`config.mk`:
```
export PLATFORM = sky130hd
export DESIGN_NAME = mem_read_return_port_flat
export DESIGN_NICKNAME = d
export VERILOG_FILES = /design/src/rtl/mem_pkg.sv /design/src/rtl/mem_read_return_port_if.sv /design/src/rtl/mem_sync_fifo.sv /design/src/rtl/mem_read_return_port.sv /design/src/flat_wrapper.sv
export SDC_FILE = /design/constraint.sdc
export NUM_CORES = 1
export LEC_CHECK = 0
export CAP_MARGIN = 20
export CORE_UTILIZATION = 50
export DETAILED_ROUTE_END_ITERATION = 16
export DONT_BUFFER_PORTS = 1
export PLACE_DENSITY = 0.67
export SYNTH_ARGS = -nofsm -noshare
export SYNTH_HDL_FRONTEND = slang
export SYNTH_SLANG_ARGS = --single-unit
```
`constraint.sdc`:
```
create_clock -name clk -period 4.27 [get_ports clk]
set_clock_uncertainty 0.15 [all_clocks]
set_input_delay 0.854 -clock clk [delete_from_list [all_inputs] [get_ports clk]]
set_output_delay 0.854 -clock clk [all_outputs]
set_load 0.05 [all_outputs]
```
`src/rtl/mem_pkg.sv`:
```
// Shared types and constants for the memory read-return path.
package mem_pkg;
  typedef enum logic [1:0] {IDLE, REQ, SEND, DONE} state_e;

  localparam int DATA_W    = 8;
  localparam int BUS_W     = 10;
  localparam int VALID_BIT = 9;
  localparam int READ_BIT  = 8;
  localparam int ID_W      = 2;

  typedef struct packed {
    logic              last;
    logic [DATA_W-1:0] data;
  } rx_entry_t;
endpackage

```
`src/rtl/mem_read_return_port_if.sv`:
```
// Receive-byte stream, ack-bus arbitration and return data bus of the read-return port.
interface mem_read_return_port_if;
  import mem_pkg::*;

  logic [DATA_W-1:0] in_rx_data;
  logic              in_rx_last;
  logic              in_rx_valid;
  logic              out_rx_ready;
  logic [ID_W-1:0]   in_dest_id;
  logic              out_ack_req;
  logic [ID_W-1:0]   out_ack_id;
  logic              in_ack_owned;
  logic              out_bus_valid;
  logic              out_bus_read;
  logic [DATA_W-1:0] out_bus_data;
  logic              out_done;

  modport slave (
    input  in_rx_data, in_rx_last, in_rx_valid, in_dest_id, in_ack_owned,
    output out_rx_ready, out_ack_req, out_ack_id, out_bus_valid, out_bus_read,
           out_bus_data, out_done
  );

  modport master (
    output in_rx_data, in_rx_last, in_rx_valid, in_dest_id, in_ack_owned,
    input  out_rx_ready, out_ack_req, out_ack_id, out_bus_valid, out_bus_read,
           out_bus_data, out_done
  );
endinterface

```
`src/rtl/mem_sync_fifo.sv`:
```
// Single-clock FIFO; no pass-through when full and no bypass when empty.
module mem_sync_fifo #(
  parameter int WIDTH = 9,
  parameter int DEPTH = 4
) (
  input  logic             clk,
  input  logic             rst,
  input  logic             push_i,
  input  logic [WIDTH-1:0] wdata_i,
  input  logic             pop_i,
  output logic [WIDTH-1:0] rdata_o,
  output logic             full_o,
  output logic             empty_o
);
  localparam int AW = $clog2(DEPTH);

  logic [WIDTH-1:0] mem_q [DEPTH];
  logic [AW-1:0]    wptr_q, rptr_q;
  logic [AW:0]      count_q;
  logic             do_push, do_pop;

  assign full_o  = (count_q == (AW+1)'(DEPTH));
  assign empty_o = (count_q == '0);
  assign do_push = push_i && !full_o;
  assign do_pop  = pop_i && !empty_o;
  assign rdata_o = mem_q[rptr_q];

  always_ff @(posedge clk) begin
    if (rst) begin
      wptr_q  <= '0;
      rptr_q  <= '0;
      count_q <= '0;
    end else begin
      if (do_push) wptr_q <= wptr_q + 1'b1;
      if (do_pop)  rptr_q <= rptr_q + 1'b1;
      count_q <= count_q + {{AW{1'b0}}, do_push} - {{AW{1'b0}}, do_pop};
    end
  end

  // Storage is left unreset; only the pointers define what is valid.
  always_ff @(posedge clk) begin
    if (do_push) mem_q[wptr_q] <= wdata_i;
  end
endmodule

```
`src/rtl/mem_read_return_port.sv`:
```
// Buffers flash read bytes, arbitrates for the ack bus and returns them as registered beats.
module mem_read_return_port
  import mem_pkg::*;
#(
  parameter int DEPTH = 4
) (
  input  logic                    clk,
  input  logic                    rst,
  mem_read_return_port_if.slave   rp
);
  rx_entry_t          wentry, head;
  logic               push, pop, full, empty;
  state_e             state_q;
  logic               ack_req_q;
  logic [ID_W-1:0]    ack_id_q, dest_q;
  logic               burst_open_q;
  logic [BUS_W-1:0]   bus_q;
  logic               done_q;

  assign wentry = '{last: rp.in_rx_last, data: rp.in_rx_data};
  assign push   = rp.in_rx_valid && !full;
  assign pop    = (state_q == SEND) && rp.in_ack_owned && !empty;

  mem_sync_fifo #(.WIDTH($bits(rx_entry_t)), .DEPTH(DEPTH)) u_fifo (
    .clk     (clk),
    .rst     (rst),
    .push_i  (push),
    .wdata_i (wentry),
    .pop_i   (pop),
    .rdata_o (head),
    .full_o  (full),
    .empty_o (empty)
  );

  assign rp.out_rx_ready  = !full;
  assign rp.out_ack_req   = ack_req_q;
  assign rp.out_ack_id    = ack_id_q;
  assign rp.out_bus_valid = bus_q[VALID_BIT];
  assign rp.out_bus_read  = bus_q[READ_BIT];
  assign rp.out_bus_data  = bus_q[DATA_W-1:0];
  assign rp.out_done      = done_q;

  always_ff @(posedge clk) begin
    if (rst) begin
      state_q      <= IDLE;
      ack_req_q    <= 1'b0;
      ack_id_q     <= '0;
      dest_q       <= '0;
      burst_open_q <= 1'b0;
      bus_q        <= '0;
      done_q       <= 1'b0;
    end else begin
      // Requester ID belongs to the first byte of each burst.
      if (push) begin
        if (!burst_open_q) dest_q <= rp.in_dest_id;
        burst_open_q <= !rp.in_rx_last;
      end

      bus_q[VALID_BIT] <= pop;
      bus_q[READ_BIT]  <= pop;
      if (pop) bus_q[DATA_W-1:0] <= head.data;
      done_q <= pop && head.last;

      case (state_q)
        IDLE: if (!empty) begin
          state_q   <= REQ;
          ack_req_q <= 1'b1;
          ack_id_q  <= dest_q;
        end
        REQ: if (rp.in_ack_owned) state_q <= SEND;
        SEND: begin
          if (!rp.in_ack_owned) begin
            state_q <= REQ;
          end else if (pop && head.last) begin
            state_q   <= DONE;
            ack_req_q <= 1'b0;
          end
        end
        DONE: begin
          // One released cycle, then straight back into arbitration if more is queued.
          if (!empty) begin
            state_q   <= REQ;
            ack_req_q <= 1'b1;
            ack_id_q  <= dest_q;
          end else begin
            state_q <= IDLE;
          end
        end
        default: state_q <= IDLE;
      endcase
    end
  end
endmodule
```
`src/flat_wrapper.sv`:
```
// flat-port wrapper written by rule: the top's interface ports become plain ports
module mem_read_return_port_flat import mem_pkg::*;
#(
  parameter int DEPTH = 4
)
  (clk, rst, rp_in_rx_data, rp_in_rx_last, rp_in_rx_valid, rp_in_dest_id, rp_in_ack_owned, rp_out_rx_ready, rp_out_ack_req, rp_out_ack_id, rp_out_bus_valid, rp_out_bus_read, rp_out_bus_data, rp_out_done);
  mem_read_return_port_if rp_i ();
  input  logic clk;
  input  logic rst;
  input wire logic [$bits(rp_i.in_rx_data)-1:0] rp_in_rx_data;
  input wire logic [$bits(rp_i.in_rx_last)-1:0] rp_in_rx_last;
  input wire logic [$bits(rp_i.in_rx_valid)-1:0] rp_in_rx_valid;
  input wire logic [$bits(rp_i.in_dest_id)-1:0] rp_in_dest_id;
  input wire logic [$bits(rp_i.in_ack_owned)-1:0] rp_in_ack_owned;
  output wire logic [$bits(rp_i.out_rx_ready)-1:0] rp_out_rx_ready;
  output wire logic [$bits(rp_i.out_ack_req)-1:0] rp_out_ack_req;
  output wire logic [$bits(rp_i.out_ack_id)-1:0] rp_out_ack_id;
  output wire logic [$bits(rp_i.out_bus_valid)-1:0] rp_out_bus_valid;
  output wire logic [$bits(rp_i.out_bus_read)-1:0] rp_out_bus_read;
  output wire logic [$bits(rp_i.out_bus_data)-1:0] rp_out_bus_data;
  output wire logic [$bits(rp_i.out_done)-1:0] rp_out_done;
  assign rp_i.in_rx_data = rp_in_rx_data;
  assign rp_i.in_rx_last = rp_in_rx_last;
  assign rp_i.in_rx_valid = rp_in_rx_valid;
  assign rp_i.in_dest_id = rp_in_dest_id;
  assign rp_i.in_ack_owned = rp_in_ack_owned;
  assign rp_out_rx_ready = rp_i.out_rx_ready;
  assign rp_out_ack_req = rp_i.out_ack_req;
  assign rp_out_ack_id = rp_i.out_ack_id;
  assign rp_out_bus_valid = rp_i.out_bus_valid;
  assign rp_out_bus_read = rp_i.out_bus_read;
  assign rp_out_bus_data = rp_i.out_bus_data;
  assign rp_out_done = rp_i.out_done;
  mem_read_return_port #(.DEPTH(DEPTH)) u_core (.clk(clk), .rst(rst), .rp(rp_i));
endmodule
```
**After elaboration in Yosys (flattened, before gate mapping)**

Memory sizes are Yosys's and may differ from the RTL's. A register that Yosys moved wholly into a read port is not among the register bits.
Index checks and enable logic that the tools add are counted.

- Flip-flop bits (word level): 25
- Bits in writable memories: 36
- Input bits: 15
- Output and inout bits: 15
- Logic and storage cells: 59
- Memories kept: 1

Memories:

| name | depth | bits a word | rd ports | clocked after Yosys merged registers in | write ports | RTL line | source |
|---|---|---|---|---|---|---|---|
| u_core.u_fifo.mem_q | 4 | 9 | 1 | 1 | 1 | mem_sync_fifo.sv:17 | `logic [WIDTH-1:0] mem_q [DEPTH];` |

- Add/subtract/negate cells: 4
- Eq/ne operators: 10
- Mux-type cells: 14
- Bitwise logic cells: 2
- Reduce and logical (&&, ||, !) cells: 17

Operators by type and width:

| kind | count |
|---|---|
| 2-bit two-way mux | 6 |
| 2-bit inequality test, second input constant | 5 |
| 2-bit case mux with 4 select lines | 1 |
| 1-bit logical AND | 6 |
| 1-bit two-way mux | 6 |
| 2-bit by 1-bit adder with 2-bit output, second input constant | 2 |
| 2-bit equality test, second input constant | 2 |
| 2-bit AND reduction | 2 |
| 4-bit AND reduction | 1 |
| 3-bit by 1-bit adder with 3-bit output | 1 |
| 3-bit equality test, second input constant | 1 |
| 1-bit logical NOT | 3 |
| 3-bit logical NOT | 1 |
| 3-bit inequality test, second input constant | 1 |
| 3-bit AND reduction | 1 |
| 3-bit by 1-bit subtractor with 3-bit output | 1 |
| 2-bit by 1-bit equality test with 1-bit output, second input constant | 1 |
| 2-bit logical NOT | 1 |
| 1-bit inverter | 2 |
| 1-bit case mux with 2 select lines | 1 |
| 2-bit nonzero test | 1 |
| 2-bit OR reduction | 1 |

**Longest topological paths before layout**

- Depth after elaboration: 7
- Depth in mapped cells: 14
- Mapped depth without buffers: 13

**Cells and area by module**

From an unflattened synthesis, not the netlist that was laid out.

- Cells, all modules: 189
- Area, all modules: 2536.2 um2

Modules (own cells, without submodules):

| module | times used | cells each | area each (um2) | sequential area each (um2) |
|---|---|---|---|---|
| mem_sync_fifo | 1 | 98 | 1774.2 | 1261.2 |
| mem_read_return_port | 1 | 91 | 762.0 | 360.3 |

**Least setup slack after synthesis**

No wires, ideal clock.

- Path type: input to register
- From: input rp_in_ack_owned
- To: register u_core.u_fifo.count_q[2]
- Library setup time: 128 ps
- Data arrival time: 2571 ps
- Data required time: 3992 ps
- Path slack: 1422 ps
- Cell stages on the path: 12
- Buffers on the path: 1
- Cells stage by stage: and2_1 nand2_1 inv_2 clkbuf_1 ha_1 inv_1 ha_1 inv_1 fa_1 xor2_1 xnor2_1 nor2_1

- Cells in the longest elaborated chain, start to end: 4

Ends and longest elaborated chain:

| item | RTL line | source |
|---|---|---|
| start, declared | flat_wrapper.sv:14 | `input wire logic [$bits(rp_i.in_ack_owned)-1:0] rp_in_ack_owned;` |
| 1-bit logical AND (2 in a row) | mem_read_return_port.sv:22 | `assign pop = (state_q == SEND) && rp.in_ack_owned && !empty;` |
| named net u_core.pop | mem_read_return_port.sv:12 | `logic push, pop, full, empty;` |
| 1-bit logical AND | mem_sync_fifo.sv:25 | `assign do_pop = pop_i && !empty_o;` |
| 3-bit by 1-bit subtractor with 3-bit output | mem_sync_fifo.sv:36 | `count_q <= count_q + {{AW{1'b0}}, do_push} - {{AW{1'b0}}, do_pop};` |
| end signal, assigned | mem_sync_fifo.sv:36 |  |
| end, declared | mem_sync_fifo.sv:19 | `logic [AW:0] count_q;` |

The timed path passes the listed nets, and every way through them passes these cells.
A chain may end at the register's enable or synchronous reset.

**Worst setup path after layout**

- From: register u_core.state_q[0]
- To: register u_core.u_fifo.count_q[2]

- Cells in the longest elaborated chain, start to end: 5

Ends and longest elaborated chain:

| item | RTL line | source |
|---|---|---|
| start, declared | mem_read_return_port.sv:13 | `state_e state_q;` |
| start signal, assigned | mem_read_return_port.sv:45 | `state_q <= IDLE;` |
| start signal, assigned | mem_read_return_port.sv:66 | `state_q <= REQ;` |
| start signal, assigned | mem_read_return_port.sv:70 | `REQ: if (rp.in_ack_owned) state_q <= SEND;` |
| 2-bit equality test | mem_read_return_port.sv:22 |  |
| 1-bit logical AND (2 in a row) | mem_read_return_port.sv:22 |  |
| 1-bit logical AND | mem_sync_fifo.sv:25 |  |
| 3-bit by 1-bit subtractor with 3-bit output | mem_sync_fifo.sv:36 |  |

No other way between the ends.

==> metrics.txt <==
# TYPE chip_impl_metric gauge
chip_impl_info{name="synth.area.top_cells",value="edfxtp_1, dfxtp_1, mux4_1"} 1
chip_impl_metric{name="place_inst",unit=""} 245
chip_impl_info{name="start_kind",value="register"} 1
chip_impl_metric{name="period_share",unit="%"} 70.72
chip_impl_metric{name="floorplan.initialDensity",unit="%"} 53.09
chip_impl_metric{name="post-dp-hpwl",unit="um"} 2914
chip_impl_metric{name="antenna_cells",unit=""} 0
chip_impl_info{name="cp_slowest_cell",value="dfxtp_1"} 1
chip_impl_metric{name="finalWeightedCongestion",unit=""} 0.7636
chip_impl_metric{name="hold_violations",unit=""} 0
chip_impl_info{name="timing.rr.start",value="u_core.state_q[0]"} 1
chip_impl_info{name="worstPathCellList",value="inv_1 > ha_1 > and2_1 > nand2_1 > inv_2 > ha_1 > inv_1 > ha_1 > inv_1 > fa_1 > xor2_1 > xnor2_1 > nor2_1"} 1
chip_impl_metric{name="synth_seq_area_share",unit="%"} 63.41
chip_impl_info{name="top_count_cell_post_synth",value="edfxtp_1"} 1
chip_impl_info{name="critPathLaunch",value="u_core.state_q[0]"} 1
chip_impl_metric{name="max_cap_viol_count",unit=""} 0
chip_impl_metric{name="port-buffer-count",unit=""} 0
chip_impl_metric{name="first_pass_iters",unit=""} 4
chip_impl_info{name="cts_tree",value="done"} 1
chip_impl_metric{name="vdd.ir_drop.worst",unit="mV"} 0.4376
chip_impl_info{name="clk_root_buffer_cell",value="clkbuf_8"} 1
chip_impl_metric{name="postCtsSetupBuffers",unit=""} 0
chip_impl_metric{name="wire_length_of_the_first_global_routing_pass",unit="um"} 6768
chip_impl_metric{name="p_leak",unit="nW"} 1.000
chip_impl_metric{name="post_layout_nonfiller_instances",unit=""} 261
chip_impl_metric{name="ctsLongestPathBuffers",unit=""} 2
chip_impl_metric{name="layout.core_utilization",unit="%"} 58.88
chip_impl_metric{name="setup_tns_final",unit="ns"} 0
chip_impl_metric{name="die_w",unit="um"} 73.52
chip_impl_metric{name="die_area",unit="um^2"} 5405
chip_impl_metric{name="netlist_area_before_placement",unit="um^2"} 2557
chip_impl_metric{name="grt_use_total",unit="%"} 18.09
chip_impl_metric{name="synth_cells",unit=""} 187
chip_impl_metric{name="via_count_of_the_first_global_routing_pass",unit=""} 1457
chip_impl_metric{name="max_freq",unit="MHz"} 331.2
chip_impl_metric{name="placeable_area",unit="um^2"} 4817
chip_impl_metric{name="post_drt_antenna_nets",unit=""} 0
chip_impl_metric{name="max-slew-margin-rel",unit="%"} 37.42
chip_impl_metric{name="post_synth_num_cell_types",unit=""} 37
chip_impl_metric{name="timing.final.setup_violations",unit=""} 0
chip_impl_metric{name="nFillCells",unit=""} 400
chip_impl_metric{name="cts_sinks",unit=""} 63
chip_impl_metric{name="synthesis.yosys.warnings",unit=""} 0
chip_impl_metric{name="final_layout_size_suffix_gt1_share",unit="%"} 10.82
chip_impl_info{name="synth.top_cells.by_count",value="edfxtp_1, dfxtp_1, nand2_1"} 1
chip_impl_metric{name="critPathArrivalTime",unit="ns"} 3.11
chip_impl_metric{name="cts-buffers-inserted",unit=""} 9
chip_impl_metric{name="tightest_slew",unit="ns"} 0.9374
chip_impl_info{name="cp-end-kind",value="register"} 1
chip_impl_metric{name="cp_max_fo",unit=""} 12
chip_impl_metric{name="nets",unit=""} 216
chip_impl_metric{name="htreeDepth",unit=""} 3
chip_impl_info{name="timing_worst_setup_path_type",value="reg -> reg"} 1
chip_impl_metric{name="cp_data_required_time",unit="ns"} 4.36
chip_impl_metric{name="floorplan.rows",unit=""} 25
chip_impl_metric{name="fin_crit",unit="ns"} 3.020
chip_impl_metric{name="floorplan.die.height",unit="um"} 73.52
chip_impl_metric{name="detail_route.vias_per_cell",unit=""} 5.475
chip_impl_info{name="synthDominantAreaCellType",value="edfxtp_1"} 1
chip_impl_info{name="timing.hold.worst.start",value="u_core.dest_q[0]"} 1
chip_impl_metric{name="gr-total-overflow",unit=""} 0
chip_impl_metric{name="clk_pin_slew_worst_paths",unit="ns"} 0.07
chip_impl_metric{name="postSynth.asyncResetShare",unit="%"} 0
chip_impl_metric{name="syn-num-nets",unit=""} 214
chip_impl_metric{name="slew_violations",unit=""} 0
chip_impl_metric{name="cpPeakStageDelay",unit="ns"} 0.41
chip_impl_info{name="status",value="finished clean"} 1
chip_impl_metric{name="largest_net_degree_at_the_start_of_global_routing",unit=""} 28
chip_impl_info{name="grt_setup_unrepaired",value="false"} 1
chip_impl_metric{name="drt_drc_violations_left",unit=""} 0
chip_impl_info{name="synth_flop_cell",value="edfxtp_1"} 1
chip_impl_metric{name="area.growth.synth_to_final",unit="%"} 10.91
chip_impl_metric{name="post_cts.resized_instances",unit=""} 0
chip_impl_metric{name="antenna_found_initial",unit=""} 0
chip_impl_metric{name="drt_iter0_drc",unit=""} 90
chip_impl_metric{name="powerDensity",unit="nW/um^2"} 604.3
chip_impl_metric{name="via_count",unit=""} 1429
chip_impl_metric{name="wl_per_cell",unit="um"} 16.36
chip_impl_info{name="timing.hold.worst.class",value="reg -> reg"} 1
chip_impl_metric{name="yosys.area.top_type_share",unit="%"} 42.27
chip_impl_metric{name="cts-hold-fix-buffers",unit=""} 0
chip_impl_metric{name="postSynthAreaPerCell",unit="um^2"} 13.68
chip_impl_metric{name="cp_num_buf_inv",unit=""} 4
chip_impl_metric{name="totalWireLength",unit="um"} 4270
chip_impl_metric{name="clk-insertion-delay-late",unit="ns"} 0.34
chip_impl_metric{name="ios",unit=""} 30
chip_impl_info{name="critical_path.top_delay_family",value="adder cells"} 1
chip_impl_metric{name="synth_enable_flop_cells",unit=""} 36
chip_impl_metric{name="yosys_register_bits",unit=""} 63
chip_impl_metric{name="power.total",unit="mW"} 1.714
state kept, by name, indices dropped and copies added, names as in the netlist, 2 cells and up, named ones only:
name and flops:
u_core.state_q 2, u_core.bus_q 9, u_core.u_fifo.rptr_q 2, u_core.u_fifo.count_q 3, u_core.u_fifo.wptr_q 2, u_core.rp.out_ack_id 2, u_core.dest_q 2, u_core.u_fifo.mem_q 36
layout by cell type (no fill, tap or decap), types with 2 or more instances in the layout:
| cell type | instances |
|---|---|
| nor3_1 | 3 |
| mux4_1 | 8 |
| xnor2_1 | 3 |
| xor2_1 | 2 |
| a21oi_1 | 16 |
| and3_1 | 4 |
| nand3b_1 | 3 |
| edfxtp_1 | 36 |
| bufinv_16 | 3 |
| nor2b_1 | 2 |
| clkinv_2 | 2 |
| inv_1 | 6 |
| ha_1 | 11 |
| clkbuf_8 | 9 |
| dfxtp_1 | 27 |
| nor2_1 | 11 |
| and2_1 | 2 |
| o21ai_0 | 5 |
| nand2_1 | 23 |
cell families (layout without fill, tap and decap cells):
logic type / after synthesis / after routing / share of synthesized area [%]
adders and majority gates: 12 / 12 / 6.164
and+or+nand+nor: 52 / 52 / 9.491
buffers and inverters: 17 / 24 / 3.130
DFF: 63 / 63 / 63.41
muxes: 9 / 9 / 9.100
AOI/OAI and AO/OA: 29 / 29 / 6.997
xor gates and xnor gates: 5 / 5 / 1.713
final timing paths:
check	slack [ns]	cells after the start	to
setup / recovery	1.25	13	u_core.u_fifo.count_q[2]
hold reg to reg	0.30	2	u_core.rp.out_ack_id[0]
hold / removal	0.30	2	u_core.rp.out_ack_id[0]
setup reg to reg	1.25	13	u_core.u_fifo.count_q[2]
area by class of cell:
type,count,area (um^2),share of cell area [%]
flip-flops and latches,63,1622,57.17
multi-input cells,107,855.8,30.17
clock buffers,9,123.9,4.367
clock inverters,7,120.1,4.235
well taps,67,83.83,2.955
inverters,8,31.28,1.103
report_power, final:
| group | internal (mW) | switching [mW] | total (mW) |
|---|---|---|---|
| combinational | 0.119 | 0.165 | 0.285 |
| sequential | 0.719 | 0.0860 | 0.805 |
| clock | 0.389 | 0.236 | 0.625 |
| total | 1.23 | 0.487 | 1.71 |
per-stage QoR:
step | hold slack (ns) | cell area [um^2] | setup WS (ns)
after floorplan | 0.2785 | 2557 | 1.422
after CTS | 0.3011 | 2836 | 1.232
after global routing | 0.3150 | 2836 | 1.048
final | 0.3006 | 2836 | 1.250
after detailed placement | 0.2904 | 2592 | 1.240
after global placement | 0.2863 | 2592 | 1.347
metal layers:
layer | vias to the layer above | GRT usage, % | wire (um)
met5 | - | 0 | 0
met4 | 0 | 8.547 | 124
met3 | 14 | 8.093 | 239
met2 | 47 | 31.19 | 2192
met1 | 684 | 18.73 | 1715
li1 | 684 | - | -
worst register-to-register path, stage by stage, from the launching register on:
cell     delay (ns)
dfxtp_1        0.41
inv_1          0.14
ha_1           0.24
and2_1         0.20
nand2_1        0.30
inv_2          0.19
ha_1           0.31
inv_1          0.06
ha_1           0.13
inv_1          0.05
fa_1           0.37
xor2_1         0.18
xnor2_1        0.13
nor2_1         0.06
(Power assumes the default switching activity.)
